==> src/rtl/rf_wb_arbiter_if.sv <==
// Writeback request bundle: NUM_REQ sources, each with valid/addr/data, and a one-hot ready back.
// Requesters use the master modport and the arbiter uses the slave modport.
interface rf_wb_arbiter_if #(
  parameter int unsigned NUM_REQ = 2,
  parameter int unsigned XLEN    = 32,
  parameter int unsigned AW      = 5
);
  logic [NUM_REQ-1:0]      req_valid;
  logic [NUM_REQ*AW-1:0]   req_addr;
  logic [NUM_REQ*XLEN-1:0] req_data;
  logic [NUM_REQ-1:0]      req_ready;

  modport master (
    output req_valid,
    output req_addr,
    output req_data,
    input  req_ready
  );

  modport slave (
    input  req_valid,
    input  req_addr,
    input  req_data,
    output req_ready
  );
endinterface

==> src/rtl/rf_wb_arbiter.sv <==
// Round-robin arbiter for the single reg_file write port, with a pending-write scoreboard.
// Optional RF_WB_ARB_PERF_EN adds a saturating count of cycles with two or more requesters valid.
module rf_wb_arbiter #(
  parameter int unsigned NUM_REQ = 2,
  parameter int unsigned XLEN    = 32,
  parameter int unsigned AW      = 5
) (
  input  logic              clk,
  input  logic              reset,
  rf_wb_arbiter_if.slave    req,
  input  logic              claim_valid,
  input  logic [AW-1:0]     claim_addr,
  output logic [31:0]       busy,
`ifdef RF_WB_ARB_PERF_EN
  output logic [31:0]       conflict_cnt,
`endif
  output logic              wr_en,
  output logic [AW-1:0]     wr_addr,
  output logic [XLEN-1:0]   wr_data
);

  localparam int unsigned PtrW = (NUM_REQ > 1) ? $clog2(NUM_REQ) : 1;

  logic [PtrW-1:0] ptr_q, ptr_d;
  logic            wr_en_q, wr_en_d;
  logic [AW-1:0]   wr_addr_q, wr_addr_d;
  logic [XLEN-1:0] wr_data_q, wr_data_d;
  logic [31:0]     busy_q, busy_d;

  logic [NUM_REQ-1:0] ready;
  logic               gnt_found;
  logic [PtrW-1:0]    gnt_idx;
  logic               handshake;
  logic [AW-1:0]      gnt_addr;
  logic [XLEN-1:0]    gnt_data;

  function automatic logic [PtrW-1:0] wrap_idx(input logic [PtrW-1:0] base,
                                               input int unsigned off);
    int unsigned sum;
    sum = (int'(base) + off) % NUM_REQ;
    return sum[PtrW-1:0];
  endfunction

  // Scan upward from the pointer; the first valid index wins.
  always_comb begin
    gnt_found = 1'b0;
    gnt_idx   = '0;
    for (int unsigned off = 0; off < NUM_REQ; off++) begin
      if (!gnt_found && req.req_valid[wrap_idx(ptr_q, off)]) begin
        gnt_found = 1'b1;
        gnt_idx   = wrap_idx(ptr_q, off);
      end
    end
  end

  always_comb begin
    ready = '0;
    if (gnt_found && !reset) begin
      ready[gnt_idx] = 1'b1;
    end
  end

  assign req.req_ready = ready;
  assign handshake     = |(req.req_valid & ready);

  always_comb begin
    gnt_addr = '0;
    gnt_data = '0;
    for (int unsigned i = 0; i < NUM_REQ; i++) begin
      if (ready[i]) begin
        gnt_addr = req.req_addr[i*AW +: AW];
        gnt_data = req.req_data[i*XLEN +: XLEN];
      end
    end
  end

  always_comb begin
    ptr_d = ptr_q;
    if (handshake) begin
      ptr_d = (gnt_idx == PtrW'(NUM_REQ - 1)) ? '0 : gnt_idx + 1'b1;
    end
  end

  // An x0 grant releases the requester but never reaches reg_file.
  always_comb begin
    wr_en_d   = 1'b0;
    wr_addr_d = wr_addr_q;
    wr_data_d = wr_data_q;
    if (handshake && (gnt_addr != '0)) begin
      wr_en_d   = 1'b1;
      wr_addr_d = gnt_addr;
      wr_data_d = gnt_data;
    end
  end

  // Clear on the reg_file commit edge, then apply the claim so a same-edge claim wins.
  always_comb begin
    busy_d = busy_q;
    if (wr_en_q) begin
      busy_d[wr_addr_q] = 1'b0;
    end
    if (claim_valid) begin
      busy_d[claim_addr] = 1'b1;
    end
    busy_d[0] = 1'b0;
  end

  always_ff @(posedge clk) begin
    if (reset) begin
      ptr_q     <= '0;
      wr_en_q   <= 1'b0;
      wr_addr_q <= '0;
      wr_data_q <= '0;
      busy_q    <= '0;
    end else begin
      ptr_q     <= ptr_d;
      wr_en_q   <= wr_en_d;
      wr_addr_q <= wr_addr_d;
      wr_data_q <= wr_data_d;
      busy_q    <= busy_d;
    end
  end

  assign wr_en   = wr_en_q;
  assign wr_addr = wr_addr_q;
  assign wr_data = wr_data_q;
  assign busy    = busy_q;

`ifdef RF_WB_ARB_PERF_EN
  logic [31:0] conflict_cnt_q, conflict_cnt_d;
  logic [31:0] n_valid;

  always_comb begin
    n_valid = '0;
    for (int unsigned i = 0; i < NUM_REQ; i++) begin
      n_valid = n_valid + {31'd0, req.req_valid[i]};
    end
  end

  always_comb begin
    conflict_cnt_d = conflict_cnt_q;
    if ((n_valid >= 32'd2) && (conflict_cnt_q != 32'hFFFF_FFFF)) begin
      conflict_cnt_d = conflict_cnt_q + 32'd1;
    end
  end

  always_ff @(posedge clk) begin
    if (reset) begin
      conflict_cnt_q <= '0;
    end else begin
      conflict_cnt_q <= conflict_cnt_d;
    end
  end

  assign conflict_cnt = conflict_cnt_q;
`endif

endmodule
==> src/flat_wrapper.sv <==
// flat-port wrapper written by rule: the top's interface ports become plain ports
module rf_wb_arbiter_flat 
#(
  parameter int unsigned NUM_REQ = 2,
  parameter int unsigned XLEN    = 32,
  parameter int unsigned AW      = 5
)
  (clk, reset, claim_valid, claim_addr, busy, wr_en, wr_addr, wr_data, req_req_valid, req_req_addr, req_req_data, req_req_ready);
  rf_wb_arbiter_if #(.NUM_REQ(NUM_REQ), .XLEN(XLEN), .AW(AW)) req_i ();
  input  logic clk;
  input  logic reset;
  input  logic claim_valid;
  input  logic [AW-1:0] claim_addr;
  output logic [31:0] busy;
  output logic wr_en;
  output logic [AW-1:0] wr_addr;
  output logic [XLEN-1:0] wr_data;
  input wire logic [$bits(req_i.req_valid)-1:0] req_req_valid;
  input wire logic [$bits(req_i.req_addr)-1:0] req_req_addr;
  input wire logic [$bits(req_i.req_data)-1:0] req_req_data;
  output wire logic [$bits(req_i.req_ready)-1:0] req_req_ready;
  assign req_i.req_valid = req_req_valid;
  assign req_i.req_addr = req_req_addr;
  assign req_i.req_data = req_req_data;
  assign req_req_ready = req_i.req_ready;
  rf_wb_arbiter #(.NUM_REQ(NUM_REQ), .XLEN(XLEN), .AW(AW)) u_core (.clk(clk), .reset(reset), .req(req_i), .claim_valid(claim_valid), .claim_addr(claim_addr), .busy(busy), .wr_en(wr_en), .wr_addr(wr_addr), .wr_data(wr_data));
endmodule
==> config.mk <==
export PLATFORM = sky130hd
export DESIGN_NAME = rf_wb_arbiter_flat
export DESIGN_NICKNAME = d
export VERILOG_FILES = /design/src/rtl/rf_wb_arbiter_if.sv /design/src/rtl/rf_wb_arbiter.sv /design/src/flat_wrapper.sv
export SDC_FILE = /design/constraint.sdc
export NUM_CORES = 1
export LEC_CHECK = 0
export ABC_CLOCK_PERIOD_IN_PS = 2000
export CAP_MARGIN = 10
export CORE_MARGIN = 2
export CORE_UTILIZATION = 30
export DETAILED_ROUTE_END_ITERATION = 16
export PLACE_DENSITY = 0.62
export SETUP_SLACK_MARGIN = 0.15
export SYNTH_ARGS = -nofsm -noshare
export SYNTH_HDL_FRONTEND = slang
export SYNTH_SLANG_ARGS = --single-unit
==> constraint.sdc <==
create_clock -name clk -period 2 [get_ports clk]
set_input_delay 0.3 -clock clk [delete_from_list [all_inputs] [get_ports clk]]
set_output_delay 0.3 -clock clk [all_outputs]
set_load 0.01 [all_outputs]
==> impl_metrics.ini <==
[timing]
setup_viol = 0
period_share = 0.898
rsz0062_at_grt = no
fin_skew_ns = 0.00907
fin_hold_ws_ns = 0.357
min_period_ns = 1.80
hold_viol = 0
fmax_ghz = 0.557
drv_slew = 0
tns_ns = 0

[clock_network]
clk_pin_slew_ns = 0.07
cts_made_buffers = 9
clkSinkCount = 70
cts_tree = done
cts_root_buffer = clkbuf_8
htreeDepth = 3
clk_path_buf_depth = 2
hold_buffers = 0
clk_latency_ns = 0.35

[synthesis]
synth_area_um2 = 3020
synthTopCellsByArea = dfxtp_1, mux2i_1, nand2_1
synth-seq-area-share = 0.464
syn_avg_cell_area_um2 = 8.77
post-synth-top-count-cell = dfxtp_1
synth_fp_nets = 428
async_flop_share = 0
synth_common_cells = dfxtp_1, nand2_1, a21oi_1, a22oi_1, mux2i_1
ys.flop_type = dfxtp_1
synthDominantCellAreaShare = 0.464
postSynthRegisterBits = 70
yosysWarnings = 0
synth_edf_count = 0
postSynthCellCount = 344
synth_top_area_cell = dfxtp_1
synth.distinct_cells = 31

[critical_path]
startpoint_type = register
r2r-start = u_core.ptr_q$_SDFFE_PP0P_
cp-startpoint = u_core.ptr_q$_SDFFE_PP0P_
reg2regPathDepth = 7
cp-end-kind = output pin
path_class = reg -> out
arrival_ns = 1.50
regToRegEndpoint = u_core.wr_data[16]$_SDFFE_PP0P_
worstPathMaxFanout = 6
r2r_slack_ns = 0.22
required_ns = 1.70

[routing]
drt_iter0_drc = 100
post_drt_wl_per_cell_um = 15.5
ant_nets = 0
vias = 3170
drt-pass1-iter-count = 5
route.detailed.drc = 0
wl_um = 10000
via_per_inst = 4.88

[floorplanning]
coreArea_um2 = 9770
ioPinCount = 156
die_height_um = 104
rows = 36
dieWidth_um = 104
die_area_um2 = 10900
start_util = 0.309

[place]
dp_hpwl_um = 7470
io_buffers = 154
gp_congestion = 0.769

[min_path]
hold_path_end = u_core.ptr_q$_SDFFE_PP0P_
hp-start = req_req_valid[0]
hold_class = in -> reg
whs_path_depth = 3

[power_and_ir_drop]
p_sw_uw = 951
swShare = 0.271
irDropWorstVdd_v = 0.000369
intPower_mw = 2.56
p_per_area_nw_per_um2 = 686
seqPwrFrac = 0.436
p_leak_nw = 1.89
p_comb_frac = 0.237
clock_power_share = 0.328
fin_total_pwr_mw = 3.51

[final_layout]
drive_gt1_frac = 0.103
multi_input_comb_area_um2 = 1540
nFillCells = 938
nets = 595
fin_util = 0.524
num_antenna_cells = 0
syn_to_final_growth_pct = 69.6
register_area_um2 = 1400

[grt]
grt_pass1_vias = 3148
antenna_found_initial = 0
grt_pass1_wl_um = 15400
grt_max_degree = 33
grt_use_total = 0.176
grt-ovfl-total = 0

[status]
status = complete, no violations

[flow_run]
cap_viol_max_count = 0
==> flip-flops by register name (all words and copies together), names as in the netlist <==
| signal | count |
|---|---|
| u_core.busy | 31 |
| u_core.ptr_q | 1 |
| u_core.wr_addr | 5 |
| u_core.wr_data | 32 |
| u_core.wr_en | 1 |
==> per-layer routing <==
metal  share of wire  wire length (um)  track usage
met5               0                 0            0
met4           0.011               106       0.0618
met3            0.10              1030       0.0689
met2            0.47              4730        0.295
met1            0.42              4170        0.204
==> cell families after synthesis <==
family	synth area share
AND/OR/NAND/NOR	0.160
flip-flops	0.464
multiplexers	0.106
other	0.00124
buffers and inverters	0.0460
AO/OA/AOI/OAI	0.223
==> power groups by stage <==
stage / Sequential (mW) / Combinational [mW] / Clock [mW]
after floorplan: 1.59 / 0.297 / 0
after global placement: 1.56 / 0.763 / 0
after detailed placement: 1.56 / 0.772 / 0
after CTS: 1.53 / 0.774 / 1.18
after global routing: 1.54 / 0.888 / 1.23
final: 1.53 / 0.831 / 1.15
==> cell usage in the layout, fill, tap and decap left out, drive strengths merged, types with 4 or more instances in the layout <==
cell / n
clkdlybuf4s50: 150
dfxtp: 70
nand2: 68
a21oi: 36
o21ai: 33
a22oi: 32
mux2i: 32
buf: 26
nor2: 10
clkbuf: 10
a32oi: 5
or3: 4
nand3b: 4
nor3b: 4
clkinv: 4
==> metrics by stage <==
step,setup slack [ns],std cells,cell area (um2)
4_1_cts,0.124,643,4980
3_3_place_gp,-0.179,627,4770
5_1_grt,0.126,649,5120
3_5_place_dp,-0.235,627,4770
6_report,0.203,649,5120
2_1_floorplan,0.230,344,3020
==> worst max-delay path by stage <==
| stage | endpoint | slack (ns) | cells after the start |
|---|---|---|---|
| floorplan | u_core.wr_data[0]$_SDFFE_PP0P_ | 0.23 | 6 |
| global placement | req_req_ready[0] | -0.18 | 4 |
| detailed placement | u_core.wr_data[22]$_SDFFE_PP0P_ | -0.23 | 7 |
| CTS | u_core.wr_data[22]$_SDFFE_PP0P_ | 0.12 | 7 |
| global route | u_core.wr_data[7]$_SDFFE_PP0P_ | 0.13 | 7 |
| finish | req_req_ready[1] | 0.20 | 3 |
==> what timing repair did <==
action / 4_1_cts / 5_1_grt
setup endpoints to repair: 6 / 38
setup buffers: 0 / 6
pin swaps: 0 / 3
gates resized for setup: 3 / 12
==> worst max-delay path, stage by stage (launching register included) <==
cell           delay, ns
dfxtp_1             0.43
nand2b_4            0.23
and3_1              0.20
dlygate4sd2_1       0.29
==> layout make-up <==
cell class                 instances  share of cell area
timing repair buffer             180               0.351
multi-input combinational        247               0.301
inverter                           3             0.00220
clock inverter                     6              0.0120
clock buffer                      10              0.0269
sequential                        70               0.274
tap                              133              0.0325
(Power assumes the default switching activity.)
